## src/rtl/fir_prog_seq.sv

```systemverilog
// fir_prog_seq: reload sequencer for a programmable FIR filter.
//
// Streams 36-bit instructions into the filter's 9-bit program RAM (four
// words per instruction, low word first) while holding the filter in reset,
// then lets the filter's 4-stage internal reset pipeline drain before
// releasing it.
//
// Ports
//   clk        master clock (filter pclk and clk tie to it)
//   mrst_n     asynchronous active-low master reset
//   load       start-reload pulse, sampled only when idle
//   len        instruction count minus one, latched on load
//   dec_in     decimation modulus, latched on load
//   ncoef_in   coefficient count minus two, latched on load
//   abort      abandon an in-progress reload
//   ins        instruction {W, COEF[24:0], INDEX[9:0]}
//   ins_v      instruction valid
//   ins_rdy    instruction ready
//   pdata      program-RAM write word (0 whenever pwr=0)
//   pwr        program-RAM write strobe
//   prst       program-address counter reset
//   frst       filter master reset
//   dec        filter decimation modulus
//   ncoef      filter coefficient count minus two
//   busy       reload in progress
//   done       one-cycle reload-complete pulse
//   err        sticky error flag, cleared by the next accepted load
//
// Build option
//   FIR_AUTO_NCOEF_EN  when defined, ncoef is derived as len-1 at load and
//                      ncoef_in is ignored; len=0 flags err and gives ncoef=0.
//
// state | meaning
// IDLE  | waiting for load, filter running
// CLR   | one-cycle program-address counter reset
// WAIT  | ready for the next instruction
// SER   | four write cycles, one 9-bit word each
// FLUSH | four cycles of filter reset while its internal pipeline clears

module fir_prog_seq (
    input  logic        clk,
    input  logic        mrst_n,
    input  logic        load,
    input  logic [9:0]  len,
    input  logic [5:0]  dec_in,
    input  logic [9:0]  ncoef_in,
    input  logic        abort,
    input  logic [35:0] ins,
    input  logic        ins_v,
    output logic        ins_rdy,
    output logic [8:0]  pdata,
    output logic        pwr,
    output logic        prst,
    output logic        frst,
    output logic [5:0]  dec,
    output logic [9:0]  ncoef,
    output logic        busy,
    output logic        done,
    output logic        err
);

    typedef enum logic [2:0] {
        ST_IDLE,
        ST_CLR,
        ST_WAIT,
        ST_SER,
        ST_FLUSH
    } state_t;

    state_t      state_q;
    logic [9:0]  rem_q;       // instructions still to write after the current one
    logic        term_q;      // current instruction is the last one
    logic [26:0] sh_q;        // upper three words of the captured instruction
    logic [1:0]  k_q;         // word index within SER
    logic [1:0]  fl_q;        // FLUSH cycles remaining minus one
    logic        from_ser_q;  // FLUSH entered from a completed reload

    logic        ins_rdy_q;
    logic        pwr_q;
    logic [8:0]  pdata_q;
    logic        prst_q;
    logic        frst_q;
    logic        done_q;
    logic        err_q;
    logic [5:0]  dec_q;
    logic [9:0]  ncoef_q;

    logic [9:0]  ncoef_d;
    logic        err_d;
    logic        abort_act;

`ifdef FIR_AUTO_NCOEF_EN
    always_comb begin
        ncoef_d = (len == 10'd0) ? 10'd0 : len - 10'd1;
        err_d   = (len == 10'd0);
    end
`else
    always_comb begin
        ncoef_d = ncoef_in;
        err_d   = 1'b0;
    end
`endif

    // abort only matters while a reload is actually moving data
    assign abort_act = abort &&
                       ((state_q == ST_CLR) || (state_q == ST_WAIT) || (state_q == ST_SER));

    always_ff @(posedge clk or negedge mrst_n) begin
        if (!mrst_n) begin
            state_q    <= ST_FLUSH;
            fl_q       <= 2'd3;
            k_q        <= 2'd0;
            rem_q      <= 10'd0;
            term_q     <= 1'b0;
            sh_q       <= 27'd0;
            from_ser_q <= 1'b0;
            ins_rdy_q  <= 1'b0;
            pwr_q      <= 1'b0;
            pdata_q    <= 9'd0;
            prst_q     <= 1'b0;
            frst_q     <= 1'b1;
            done_q     <= 1'b0;
            err_q      <= 1'b0;
            dec_q      <= 6'd1;
            ncoef_q    <= 10'd0;
        end else begin
            // strobes default low; pdata follows pwr to zero
            ins_rdy_q <= 1'b0;
            pwr_q     <= 1'b0;
            pdata_q   <= 9'd0;
            prst_q    <= 1'b0;
            done_q    <= 1'b0;

            if (abort_act) begin
                state_q    <= ST_FLUSH;
                fl_q       <= 2'd3;
                from_ser_q <= 1'b0;
                err_q      <= 1'b1;
            end else begin
                unique case (state_q)
                    ST_IDLE: begin
                        if (load) begin
                            rem_q      <= len;
                            term_q     <= (len == 10'd0);
                            dec_q      <= dec_in;
                            ncoef_q    <= ncoef_d;
                            err_q      <= err_d;
                            frst_q     <= 1'b1;
                            prst_q     <= 1'b1;
                            from_ser_q <= 1'b0;
                            state_q    <= ST_CLR;
                        end
                    end
                    ST_CLR: begin
                        ins_rdy_q <= 1'b1;
                        state_q   <= ST_WAIT;
                    end
                    ST_WAIT: begin
                        if (ins_v && ins_rdy_q) begin
                            sh_q    <= ins[35:9];
                            pdata_q <= ins[8:0];
                            pwr_q   <= 1'b1;
                            k_q     <= 2'd0;
                            state_q <= ST_SER;
                        end else begin
                            ins_rdy_q <= 1'b1;
                        end
                    end
                    ST_SER: begin
                        if (k_q != 2'd3) begin
                            k_q     <= k_q + 2'd1;
                            pwr_q   <= 1'b1;
                            pdata_q <= sh_q[8:0];
                            sh_q    <= {9'd0, sh_q[26:9]};
                        end else if (term_q) begin
                            state_q    <= ST_FLUSH;
                            fl_q       <= 2'd3;
                            from_ser_q <= 1'b1;
                        end else begin
                            // down-count stops at the terminal flag, so len=1023 never wraps
                            rem_q     <= rem_q - 10'd1;
                            term_q    <= (rem_q == 10'd1);
                            ins_rdy_q <= 1'b1;
                            state_q   <= ST_WAIT;
                        end
                    end
                    ST_FLUSH: begin
                        if (fl_q == 2'd0) begin
                            state_q    <= ST_IDLE;
                            frst_q     <= 1'b0;
                            done_q     <= from_ser_q;
                            from_ser_q <= 1'b0;
                        end else begin
                            fl_q <= fl_q - 2'd1;
                        end
                    end
                    default: begin
                        state_q <= ST_FLUSH;
                        fl_q    <= 2'd3;
                    end
                endcase
            end
        end
    end

    assign ins_rdy = ins_rdy_q;
    assign pdata   = pdata_q;
    assign pwr     = pwr_q;
    assign prst    = prst_q;
    assign frst    = frst_q;
    assign dec     = dec_q;
    assign ncoef   = ncoef_q;
    assign busy    = (state_q != ST_IDLE);
    assign done    = done_q;
    assign err     = err_q;

endmodule

```

## config.mk

```make
export PLATFORM = sky130hd
export DESIGN_NAME = fir_prog_seq
export DESIGN_NICKNAME = d
export VERILOG_FILES = /design/src/rtl/fir_prog_seq.sv
export SDC_FILE = /design/constraint.sdc
export NUM_CORES = 1
export LEC_CHECK = 0
export ABC_AREA = 1
export BUFFER_PORTS_ARGS = -buffer_cell sky130_fd_sc_hd__buf_4
export CAP_MARGIN = 5
export CORE_MARGIN = 2
export CORE_UTILIZATION = 40
export CTS_BUF_LIST = sky130_fd_sc_hd__clkbuf_4 sky130_fd_sc_hd__clkbuf_8
export DETAILED_ROUTE_END_ITERATION = 8
export PLACE_DENSITY = 0.66
export REMOVE_ABC_BUFFERS = 1
export SLEW_MARGIN = 5
export SYNTH_ARGS = -nofsm -noshare
export SYNTH_HDL_FRONTEND = slang
export SYNTH_SLANG_ARGS = --single-unit
```

## constraint.sdc

```tcl
create_clock -name clk -period 1.55 [get_ports clk]
set_input_delay 0.155 -clock clk [delete_from_list [all_inputs] [get_ports clk]]
set_output_delay 0.155 -clock clk [all_outputs]
set_load 0.02 [all_outputs]
```

======== Word-level counts from Yosys, hierarchy flattened ========
Index checks and enable logic that the tools add are counted.
word-level totals
  bits in registers ....................... 77
  input bits .............................. 67
  output and inout port bits .............. 32
  logic and storage cells ................. 118
operators by class
  add/subtract/negate cells ............... 3
  equal/unequal tests ..................... 19
  multiplexer cells ....................... 55
  bitwise operators ....................... 1
  reduce and logical (&&, ||, !) cells .... 24
operators with widths
  operator                                                                 number
  27-bit 2-to-1 mux                                                        2
  27-bit one-hot mux with 2 select lines                                   1
  10-bit 2-to-1 mux                                                        3
  9-bit 2-to-1 mux                                                         3
  1-bit 2-to-1 mux                                                         24
  10-bit one-hot mux with 2 select lines                                   1
  4-bit AND reduction                                                      5
  3-bit 2-to-1 mux                                                         6
  9-bit one-hot mux with 2 select lines                                    1
  3-bit != test (second input constant)                                    5
  3-bit one-hot mux with 5 select lines                                    1
  2-bit 2-to-1 mux                                                         6
  10-bit by 1-bit equality test with 1-bit output (second input constant)  1
  10-bit logical NOT                                                       1
  2-bit != test (second input constant)                                    5
  5-bit AND reduction                                                      2
  2-bit nonzero test                                                       5
  10-bit by 1-bit subtractor with 10-bit output (second input constant)    1
  3-bit by 2-bit equality test with 1-bit output (second input constant)   2
  2-bit by 1-bit != test with 1-bit output (second input constant)         3
  1-bit one-hot mux with 2 select lines                                    3
  1-bit one-hot mux with 3 select lines                                    2
  2-bit one-hot mux with 3 select lines                                    1
  2-bit one-hot mux with 2 select lines                                    1
  15 further kinds                                                         17

======== Depth between registers and ports, before layout ========
Gate-level depths: netlist of the first run.
  depth after elaboration ................. 6
  gate-level depth with buffers ........... 9
  gate-level depth less buffers ........... 9

======== Worst setup path before layout of the first run ========
No wires, ideal clock.
  path kind ............................... register to register
  start ................................... register state_q[1]
  end ..................................... register dec_q[1] (netlist: dec[1])
  library setup time ...................... 117 ps
  data arrival time ....................... 1489 ps
  data required time ...................... 1433 ps
  path slack .............................. -56 ps
  stages on the path, launching flop included .. 8
  path buffers ............................ 1
  clock period less this slack ............ 1606 ps
  path through ............................ dfrtp_1 > nor2_1 > nand2_1 > nor2_2 > inv_2 > buf_2 > nand2_1 > nand2_1
between the ends
  cells in the longest elaborated chain, start to end .. 6
  elaborated cells between the ends (all ways) .. 9
  classes of those cells .................. 3 x eq/ne; 1 x bitwise; 5 x reduce/logical
ends and longest elaborated chain
  item                                                                                                                     RTL line  text
  from (decl)                                                                                                              70        state_t state_q;
  from (signal assigned)                                                                                                   110       state_q <= ST_FLUSH;
  from (signal assigned)                                                                                                   135       state_q <= ST_FLUSH;
  from (signal assigned)                                                                                                   151       state_q <= ST_CLR;
  3-bit by 1-bit equality test with 1-bit output / 3-bit by 2-bit equality test with 1-bit output (equally long branches)  106       ((state_q == ST_CLR) || (state_q == ST_WAIT) || (state_q == ST_SER));
  1-bit logical OR (2 in a row)                                                                                            106
  1-bit logical AND                                                                                                        105       assign abort_act = abort &&
  1-bit inverter (no source line)                                                                                          n/a
  3-bit AND reduction (no source line) *                                                                                   n/a
  to (signal assigned)                                                                                                     145       dec_q <= dec_in;
  to (decl)                                                                                                                85        logic [5:0] dec_q;
Every way passes the cells marked *; elsewhere a longest branch is shown, timed or not.
A chain may end at the register's enable or synchronous reset.

======== Worst setup path after layout of the first run ========
  start ................................... register state_q[2]
  end ..................................... register rem_q[9]
between the ends
  cells in the longest elaborated chain, start to end .. 6
  elaborated cells between the ends (all ways) .. 14
  classes of those cells .................. 6 x eq/ne; 1 x mux; 1 x bitwise; 6 x reduce/logical
ends and longest elaborated chain
  item                                                                                                                     RTL line  text
  3-bit by 1-bit equality test with 1-bit output / 3-bit by 2-bit equality test with 1-bit output (equally long branches)  106
  1-bit logical OR (2 in a row)                                                                                            106
  1-bit logical AND                                                                                                        105
  1-bit inverter (no source line)                                                                                          n/a
  5-bit AND reduction (no source line)                                                                                     n/a
  to (signal assigned)                                                                                                     143       rem_q <= len;
  to (signal assigned)                                                                                                     181       rem_q <= rem_q - 10'd1;
  to (decl)                                                                                                                71        logic [9:0] rem_q;
Several ways; a longest one is shown, not always the timed one.

==> summary.md, run 1 <==
| Metric | Value |
|---|---|
| Clock-pin slew of the registers on the worst-case setup and hold paths | 0.08 ns |
| Skew-Pair Late Insertion Delay | 0.35 ns |
| Worst-margin pin slew | 0.373 ns |
| Core area | 9150 um2 |
| Ys async rst share | 100% |
| Max clock buf depth | 2 |
| Largest net degree at the start of global routing | 47 |
| CP Data Arrival Time | 1.79 ns |
| IO buf count | slightly below 100 |
| Final Hold Viols | 0 |
| Mapped cell area | 3730 um2 |
| Synth warn | 0 |
| Final setup viols | 1 |
| Fin Setup TNS | -0.00155 ns |
| Ports | 99 |
| Worst setup margin | -0.00155 ns |
| Power Dens Cells | 1650 nW/um2 |
| Routed wire per std cell | 13.6 um |
| Die Y | 101 um |
| Ant. Diodes | 0 |
| Total congestion overflow | 0 |
| DR DRC count | 0 |
| First-pass GRT wire length | 14.7 mm |
| Failing checks | negative setup slack |
| RSZ-0062 raised after global routing | yes |
| Startpoint Class | flop |
| Min Tclk post-route | 1.55 ns |
| WP buf/inv | 3 |
| Critical path class | flop to flop |
| H-tree level count | 3 |
| Row cnt | 35 |
| Worst path cell trace | inv_4, nand3_4, buf_6, nand2_1, nand2_1, nor2_2, nand2_2, buf_6, nor2_2, nand2_1, nand2_1 |
| Top delay family on crit path | flip-flops |
| CTS Sinks | 77 |
| Netlist cell types | 36 |
| Root buf cell | clkbuf_8 |
| Post-synth top flop | dfrtp_1 |
| Die X | 101 um |
| Routed Antenna Nets | 0 |
| Most common cell on crit path | nand2_1 |
| Vias | 3462 |
| Storage element area | 1940 um2 |
| Max Clock Skew | 0.0101 ns |
| Crit Path Max Fanout | 7 |
| Num CTS Buffers | 9 |
| Worst Hold Class | input port to flop |
| Setup WS pre-CTS | -0.0791 ns |
| Avg Cell Area, Syn | 8.27 um2 |
| Final nets | 654 |
| Core Util, Final | a little under three fifths |
| Dpl hpwl | about 6.5 mm |
| Run status | finished with violations |
| Max_cap viols | 0 |
| EDFF count, synth | 0 |
| Routed vias/inst | 4.95 |
| Slowest CP cell | dfstp_2 |
| GRT Resource Usage Total | 18.3% |
| GPL Wtd Cong | between 0.8 and 0.9 |
| Maximum clock rate | around 640 MHz |
| Cells after Synth | 451 |
| Leakage | between 0.002 and 0.003 uW |
| Max-slew violation count | 0 |
| Initial antenna violation count | 0 |
| Post-Route WL | 9.52 mm |
| Slew headroom | about three quarters |
| First-pass iteration count of the detailed router | 5 |
| Final period utilization | 100% |
| CTS tree | built |
| Slowest stage delay, CP | 0.59 ns |
| Sequential share of the synthesized area | around half |
| Vias in the first global route | 3170 |
| # fillers | 820 |
| WP data required | approximately 1.8 ns |
| Synthesis-to-layout area growth | 38.6% |
| Multi-input gate area | 1610 um2 |
| Die Area | ~10000 um2 |
| Endpoint class of the critical path | flop |
| Initial Utilization | 40.8% |
| Worst VDD drop | 0.870 mV |
| Iteration-0 DRC count of the detailed router | 160 |
| Synthesized flop and latch total | 77 |
| Share of layout cells above drive strength 1 | 32.5% |
-- stage by stage --
stage               hold WS [ns]  std cells  cell area [um2]  power (uW)
floorplan                 -0.141        435             3630        5300
global placement          0.0437        668             4720        6580
detailed placement        0.0434        668             4720        6690
CTS                      0.00148        692             5000        8320
global route             0.00519        699             5170        9200
finish                    0.0161        699             5170        8550
-- timing repair --
action | CTS | global route
endpoints found under the setup margin | 13 | 61
hold buffers | 5 | 0
endpoints found under the hold margin | 77 | 0
cloned | 0 | 3
pin swaps | 0 | 2
gates resized for setup | 3 | 29
buffers inserted | 3 | 4
-- report_power, final --
group | internal, uW | switching [uW]
combinational | 1550 | 2140
sequential | 2820 | 491
clock | 786 | 760
-- final cells by class --
class	count	share of cell area [%]
clock buffer	11	2.69
clock inverter	5	1.19
inverter	44	3.29
multi-input combinational	314	31.1
sequential	77	37.4
tap	111	2.69
timing repair buffer	137	21.7
-- worst paths after layout --
kind / slack [ns] / start / depth (start not counted) / endpoint
worst max register to register: -0.002 / state_q[2] / 11 / rem_q[9]
min in group asynchronous: 0.22 / mrst_n / 2 / rem_q[3]
worst max-delay path: -0.002 / state_q[2] / 11 / rem_q[9]
worst min-delay path: 0.02 / ncoef_in[4] / 3 / ncoef[4]
worst min register to register: 0.47 / dec[0] / 2 / dec[0]
max in group asynchronous: 0.78 / mrst_n / 3 / state_q[2]
-- logic make-up (layout without fill, tap and decap cells) --
logic type	after synthesis	in the layout	share of synthesized area, %
simple gates	233	233	26.7
compound gates	73	73	12.1
buf+inv	60	197	7.08
flops	77	77	51.8
mux	3	3	0.805
fa+ha+maj	4	4	1.34
xor+xnor	1	1	0.235
-- cell usage after synthesis (3+ instances only) --
| library cell | n | share of area, % |
|---|---|---|
| inv_1 | 41 | 4.1 |
| dfrtp_1 | 72 | 48 |
| o21ai_0 | 37 | 5.0 |
| o211ai_1 | 10 | 2.0 |
| o21ai_1 | 4 | 0.54 |
| nor2_1 | 47 | 4.7 |
| a22oi_1 | 9 | 1.8 |
| buf_2 | 6 | 0.80 |
| nand3_1 | 26 | 3.5 |
| ha_1 | 4 | 1.3 |
| clkbuf_1 | 4 | 0.40 |
| dfstp_2 | 5 | 3.5 |
| a21oi_2 | 8 | 1.9 |
| nand4_1 | 4 | 0.67 |
| nand2_1 | 142 | 14 |
| buf_6 | 3 | 0.91 |
| mux2i_1 | 3 | 0.80 |
-- placed cells by master, fill, tap and decap left out, drive strengths merged --
cell type    count
dfstp            5
a21oi           10
clkinv           1
nor4             1
bufinv           1
nor3             2
clkbuf          13
nor2            51
nand3           29
o21bai           1
o31ai            1
nand3b           2
xor2             1
nand2          144
o211ai          10
dfrtp           72
clkinvlp         3
o21ai           41
inv             44
dlygate4sd3      5
a22oi            9
mux2i            3
buf            130
nand4            4
ha               4
o21a             1
-- flip-flops by register name, indices dropped and copies added, names as in the netlist, 2 cells and up --
register	flops
state_q	3
k_q	2
sh_q	27
dec	6
ncoef	10
fl_q	2
pdata	9
rem_q	10
-- tightest hold or removal path, delay by kind of cell --
family	cells	cell delay, ns
buffers and inverters	1	0.08
AND/OR/NAND/NOR	2	0.09
-- routing by layer --
metal	share of wire [%]	track usage (%)
met3	3.9	2.84
met2	51	29.3
met5	0	0
met1	44	24.9
met4	1.3	7.27
Note: power is estimated with default switching activity, not from simulation.
==> inputs of run 2 (changes only) <==
SKIP_LAST_GASP = 1   (was default)
==> summary.md, run 2 (synthesis gave the netlist of run 1 again) <==
| Metric | Value |
|---|---|
| Max-slew violation count | 0 |
| Final setup viols | 1 |
| Share of layout cells above drive strength 1 | 32.1% |
| Routed wire per std cell | 13.6 um |
| IO buf count | roughly 100 |
| CP Data Arrival Time | about 1.8 ns |
| Num CTS Buffers | 9 |
| Ant. Diodes | 0 |
| Final Hold Viols | 0 |
| Seq pwr share | 38.8% |
| Commonest non-fill, non-tap cell in the layout | nand2_1 |
| Iteration-0 DRC count of the detailed router | 160 |
| Final nets | between 600 and 700 |
| Clock-pin slew of the registers on the worst-case setup and hold paths | around 0.080 ns |
| Max FFs per register | 27 |
| Failing checks | negative setup slack |
| Die Y | 101 um |
| Comb power frac | between 40% and 50% |
| H-tree level count | 3 |
| Non-Filler Instances | about 700 |
| Largest register by flop count | sh_q |
| Design internal power | 5160 uW |
| Dpl hpwl | 6.50 mm |
| Ports | 99 |
| Capturing point of the worst reg2reg path | rem_q[9] |
| FF-to-FF setup slack | -0.002 ns |
| Largest net degree at the start of global routing | 47 |
| Initial antenna violation count | 0 |
| Crit Path Max Fanout | 7 |
| Leakage | about 0.0026 uW |
| Routed Antenna Nets | 0 |
| Maximum clock rate | 644 MHz |
| Setup WS pre-CTS | -0.0791 ns |
| Startpoint Class | flop |
| CP endpoint | rem_q[9] |
| Row cnt | 35 |
| Max Clock Skew | 0.00912 ns |
| Worst Hold Class | input port to flop |
| Reg2Reg Depth | 11 |
| Die Area | a little over 10000 um2 |
| CTS tree | built |
| Commonest cells after routing, fill and taps aside | nand2_1, buf_4, dfrtp_1 |
| Switch share | between 30% and 40% |
| Run status | finished with violations |
| Initial Utilization | roughly two fifths |
| P_sw | 3380 uW |
| DR DRC count | 0 |
| Vias | 3463 |
| WP data required | 1.79 ns |
| Critical path class | flop to flop |
| First-pass GRT wire length | about 15 mm |
| Final period utilization | 100% |
| Max clock buf depth | 2 |
| GPL Wtd Cong | 0.883 |
| Post-Route WL | 9.52 mm |
| Max_cap viols | 0 |
| Critical path origin | state_q[2] |
| First-pass iteration count of the detailed router | 4 |
| Worst VDD drop | 0.867 mV |
| Total congestion overflow | 0 |
| Routed vias/inst | 4.95 |
| Vias in the first global route | between 3000 and 4000 |
| Slew headroom | 74.8% |
| GRT Resource Usage Total | 18.3% |
| Synthesis-to-layout area growth | 38.5% |
| Core area | between 9000 and 10000 um2 |
| Skew-Pair Late Insertion Delay | 0.35 ns |
| Worst setup margin | -0.00190 ns |
| CTS Sinks | 77 |
| Placed Cells | 668 |
| Die X | 101 um |
| Power Dens Cells | between 1500 and 2000 nW/um2 |
| RSZ-0062 raised after global routing | yes |
| Root buf cell | clkbuf_8 |
| Clock share of power | 18.2% |
| Worst-margin pin slew | 0.376 ns |
| Endpoint class of the critical path | flop |
| Core Util, Final | between 50 and 60% |
| Min Tclk post-route | about 1.6 ns |
| RR Startpoint | state_q[2] |
-- run 2: cell counts in the layout (fill, tap and decap cells not counted) --
No cell type changed its count.
-- run 2: critical path, cell delays in order (launching register included) --
cell     delay, ns
dfstp_2       0.59
inv_4         0.08
nand3_4       0.14
buf_6         0.11
nand2_1       0.04
nand2_1       0.07
nor2_2        0.05
nand2_2       0.08
buf_6         0.12
nor2_1        0.04
nand2_1       0.06
nand2_1       0.05
-- run 2: routing by layer --
layer,GRT usage [%],part of all wire (%),vias up
li1,-,-,1717
met4,7.27,1.3,0
met1,24.9,44,1648
met2,29.3,51,87
met3,2.84,3.5,11
met5,0,0,-
-- run 2: power groups by stage --
stage	sequential, uW	combinational [uW]	clock [uW]
after CTS	3260	3480	1580
after global routing	3390	4110	1690
after detailed placement	3310	3390	0
final	3310	3680	1550
after global placement	3280	3300	0
after floorplan	3530	1770	0
-- run 2: layout make-up --
| type | count | area, um2 |
|---|---|---|
| flip-flops and latches | 77 | 1940 |
| repair buffers | 137 | 1120 |
| fillers | 820 | 3980 |
| clock buffers | 11 | 139 |
| well taps | 111 | 139 |
| multi-input cells | 314 | 1600 |
| clock inverters | 5 | 61.3 |
| inverters | 44 | 170 |
-- run 2: timing repair --
item	CTS	global route
pin swaps	0	2
buffers inserted	3	4
hold endpoints to repair	77	0
gates cloned	0	3
hold buffers	5	0
resized for setup	3	27
setup endpoints to repair	13	61
-- run 2: through the flow --
step | TNS, ns | instance area (um2) | hold WS, ns | power (uW)
floorplan | -39.61 | 3630 | -0.141 | 5300
global placement | 0 | 4720 | 0.0437 | 6580
detailed placement | -0.189 | 4720 | 0.0434 | 6690
CTS | -0.00573 | 5000 | 0.00148 | 8320
global route | -0.958 | 5170 | 0.00519 | 9200
finish | -0.00190 | 5170 | 0.0108 | 8540
-- run 2: worst min path at each step --
| stage | from | to | slack, ns | cells after the start |
|---|---|---|---|---|
| 4_1_cts | ncoef_in[4] | ncoef[4] | 0.001 | 3 |
| 3_5_place_dp | mrst_n | rem_q[3] | 0.04 | 1 |
| 5_1_grt | ncoef_in[7] | ncoef[7] | 0.005 | 3 |
| 2_1_floorplan | mrst_n | dec[1] | -0.14 | 0 |
| 6_report | ncoef_in[4] | ncoef[4] | 0.01 | 3 |
| 3_3_place_gp | mrst_n | rem_q[3] | 0.04 | 1 |
==> inputs of run 3 (changes only) <==
--- a/config.mk
+++ b/config.mk
@@ -13,2 +13,3 @@
 export CTS_BUF_LIST = sky130_fd_sc_hd__clkbuf_4 sky130_fd_sc_hd__clkbuf_8
+export CTS_CLUSTER_SIZE = 28
 export DETAILED_ROUTE_END_ITERATION = 8
==> constraint.sdc (replaced) <==
create_clock -name clk -period 1.55 [get_ports clk]
set_input_delay 0.3875 -clock clk [delete_from_list [all_inputs] [get_ports clk]]
set_output_delay 0.3875 -clock clk [all_outputs]
set_load 0.02 [all_outputs]
==> summary.md, run 3 (synthesis gave the netlist of run 1 again) <==
| Metric | Value |
|---|---|
| Leakage | 0.00274 uW |
| Core area | 9150 um2 |
| Die Y | 101 um |
| RSZ-0062 raised after global routing | yes |
| Max clock buf depth | 2 |
| Skew-Pair Late Insertion Delay | 0.35 ns |
| Reg2Reg Depth | 10 |
| First-pass GRT wire length | 15.3 mm |
| Initial antenna violation count | 0 |
| Synthesis-to-layout area growth | 44.5% |
| Max FFs per register | 27 |
| FF-to-FF setup slack | -0.02 ns |
| H-tree level count | 3 |
| Worst setup margin | -0.0807 ns |
| Maximum clock rate | 613 MHz |
| Startpoint Class | flop |
| Routed vias/inst | between 5 and 6 |
| Endpoint class of the critical path | output pin |
| Post-Route WL | 10.3 mm |
| Commonest cells after routing, fill and taps aside | nand2_1, buf_4, dfrtp_1 |
| Critical path class | flop to output pin |
| Ant. Diodes | 0 |
| Worst VDD drop | between 0.8 and 0.9 mV |
| Total congestion overflow | 0 |
| Capturing point of the worst reg2reg path | rem_q[9] |
| IO buf count | about 100 |
| Commonest non-fill, non-tap cell in the layout | nand2_1 |
| Max_cap viols | 0 |
| CTS Sinks | 77 |
| Die Area | about 10000 um2 |
| Worst hold path endpoint | dec[3] |
| Routed Antenna Nets | 0 |
| Total chip power | 8980 uW |
| Row cnt | 35 |
| Failing checks | negative setup slack |
| GRT Resource Usage Total | 18.8% |
| RR Startpoint | state_q[2] |
| Clock-pin slew of the registers on the worst-case setup and hold paths | 0.08 ns |
| Crit Path Max Fanout | 4 |
| Largest register by flop count | sh_q |
| Die X | 101 um |
| Root buf cell | clkbuf_8 |
| Final nets | 666 |
| Iteration-0 DRC count of the detailed router | 208 |
| Hold path cells | 3 |
| Vias in the first global route | approximately 3300 |
| Fin Setup TNS | -0.159 ns |
| Ports | 99 |
| Num CTS Buffers | 9 |
| Share of layout cells above drive strength 1 | a little over a third |
| Worst-margin pin slew | 0.346 ns |
| Min Tclk post-route | 1.63 ns |
| CTS tree | built |
| Max-slew violation count | 0 |
| Worst Hold Class | input port to flop |
| Power Dens Cells | 1660 nW/um2 |
| Vias | 3577 |
| Dpl hpwl | roughly 6.5 mm |
| GPL Wtd Cong | approximately 0.84 |
| Routed wire per std cell | 14.5 um |
| Max Clock Skew | 0.0107 ns |
| Final setup viols | 7 |
| First-pass iteration count of the detailed router | 7 |
| Initial Utilization | 40.8% |
| Slew headroom | between 70% and 80% |
| WP data required | between 1 and 1.5 ns |
| Core Util, Final | ~59% |
| CP Data Arrival Time | around 1.2 ns |
| Final Hold Viols | 0 |
| DR DRC count | 0 |
| Hold Startpoint | dec_in[3] |
| Largest net degree at the start of global routing | 37 |
| # fillers | 803 |
| Final period utilization | 105% |
| Run status | finished with violations |
==> run 3: changes by cell type in the layout (fill, tap and decap cells not counted), sizes merged <==
cell         change
dlygate4sd3      -4
clkbuf           +2
buf             +13
nand2            +1
==> run 3: power breakdown <==
part | total [uW] | switching (uW) | internal [uW] | leakage (uW)
registers | 3310 | 485 | 2820 | 0.000939
clock network | 1570 | 783 | 787 | 0.0000930
logic | 4100 | 2300 | 1800 | 0.00171
total | 8980 | 3570 | 5410 | 0.00274
==> run 3: worst max-delay path: stages, from the launching register on <==
cell and delay (ns):
dfrtp_2 0.46, nor2_4 0.14, nand2_4 0.06, buf_6 0.11, buf_6 0.12
==> run 3: repair_timing <==
item / CTS / global route
hold endpoints to repair: 11 / 0
setup buffers: 8 / 5
pin swaps: 3 / 8
gates resized for setup: 15 / 52
gates cloned: 0 / 9
endpoints found under the setup margin: 14 / 70
hold buffers: 1 / 0
==> run 3: through the flow <==
step | hold WS [ns] | area, um2 | std cells | worst slack, ns
4_1_cts | 0.222 | 5060 | 697 | -0.0679
2_1_floorplan | 0.0919 | 3630 | 435 | -1.36
3_5_place_dp | 0.265 | 4750 | 672 | -0.0742
6_report | 0.238 | 5390 | 711 | -0.0807
5_1_grt | 0.225 | 5390 | 711 | -0.116
3_3_place_gp | 0.261 | 4750 | 672 | -0.0415
==> run 3: area by class of cell <==
| cell class | instances | area, um2 | area share (%) |
|---|---|---|---|
| flip-flops and latches | 77 | 1940 | 35.9 |
| multi-input cells | 315 | 1700 | 31.5 |
| repair buffers | 148 | 1250 | 23.1 |
| inverters | 44 | 173 | 3.20 |
| clock buffers | 11 | 139 | 2.58 |
| well taps | 111 | 139 | 2.58 |
| clock inverters | 5 | 61.3 | 1.14 |
==> run 3: worst max-delay path by stage <==
stage / start / end / slack [ns] / depth (start not counted)
global route: state_q[0] / busy / -0.12 / 4
floorplan: state_q[1] / rem_q[0] / -1.36 / 9
finish: state_q[0] / busy / -0.08 / 4
CTS: state_q[2] / busy / -0.07 / 4
global placement: k_q[0] / rem_q[6] / -0.04 / 8
detailed placement: state_q[2] / rem_q[0] / -0.07 / 7
==> run 3: metal layers <==
metal / wire (um) / track usage [%]
met1: 4470 / 25.0
met2: 5010 / 30.8
met3: 587 / 2.98
met4: 223 / 7.69
met5: 0 / 0
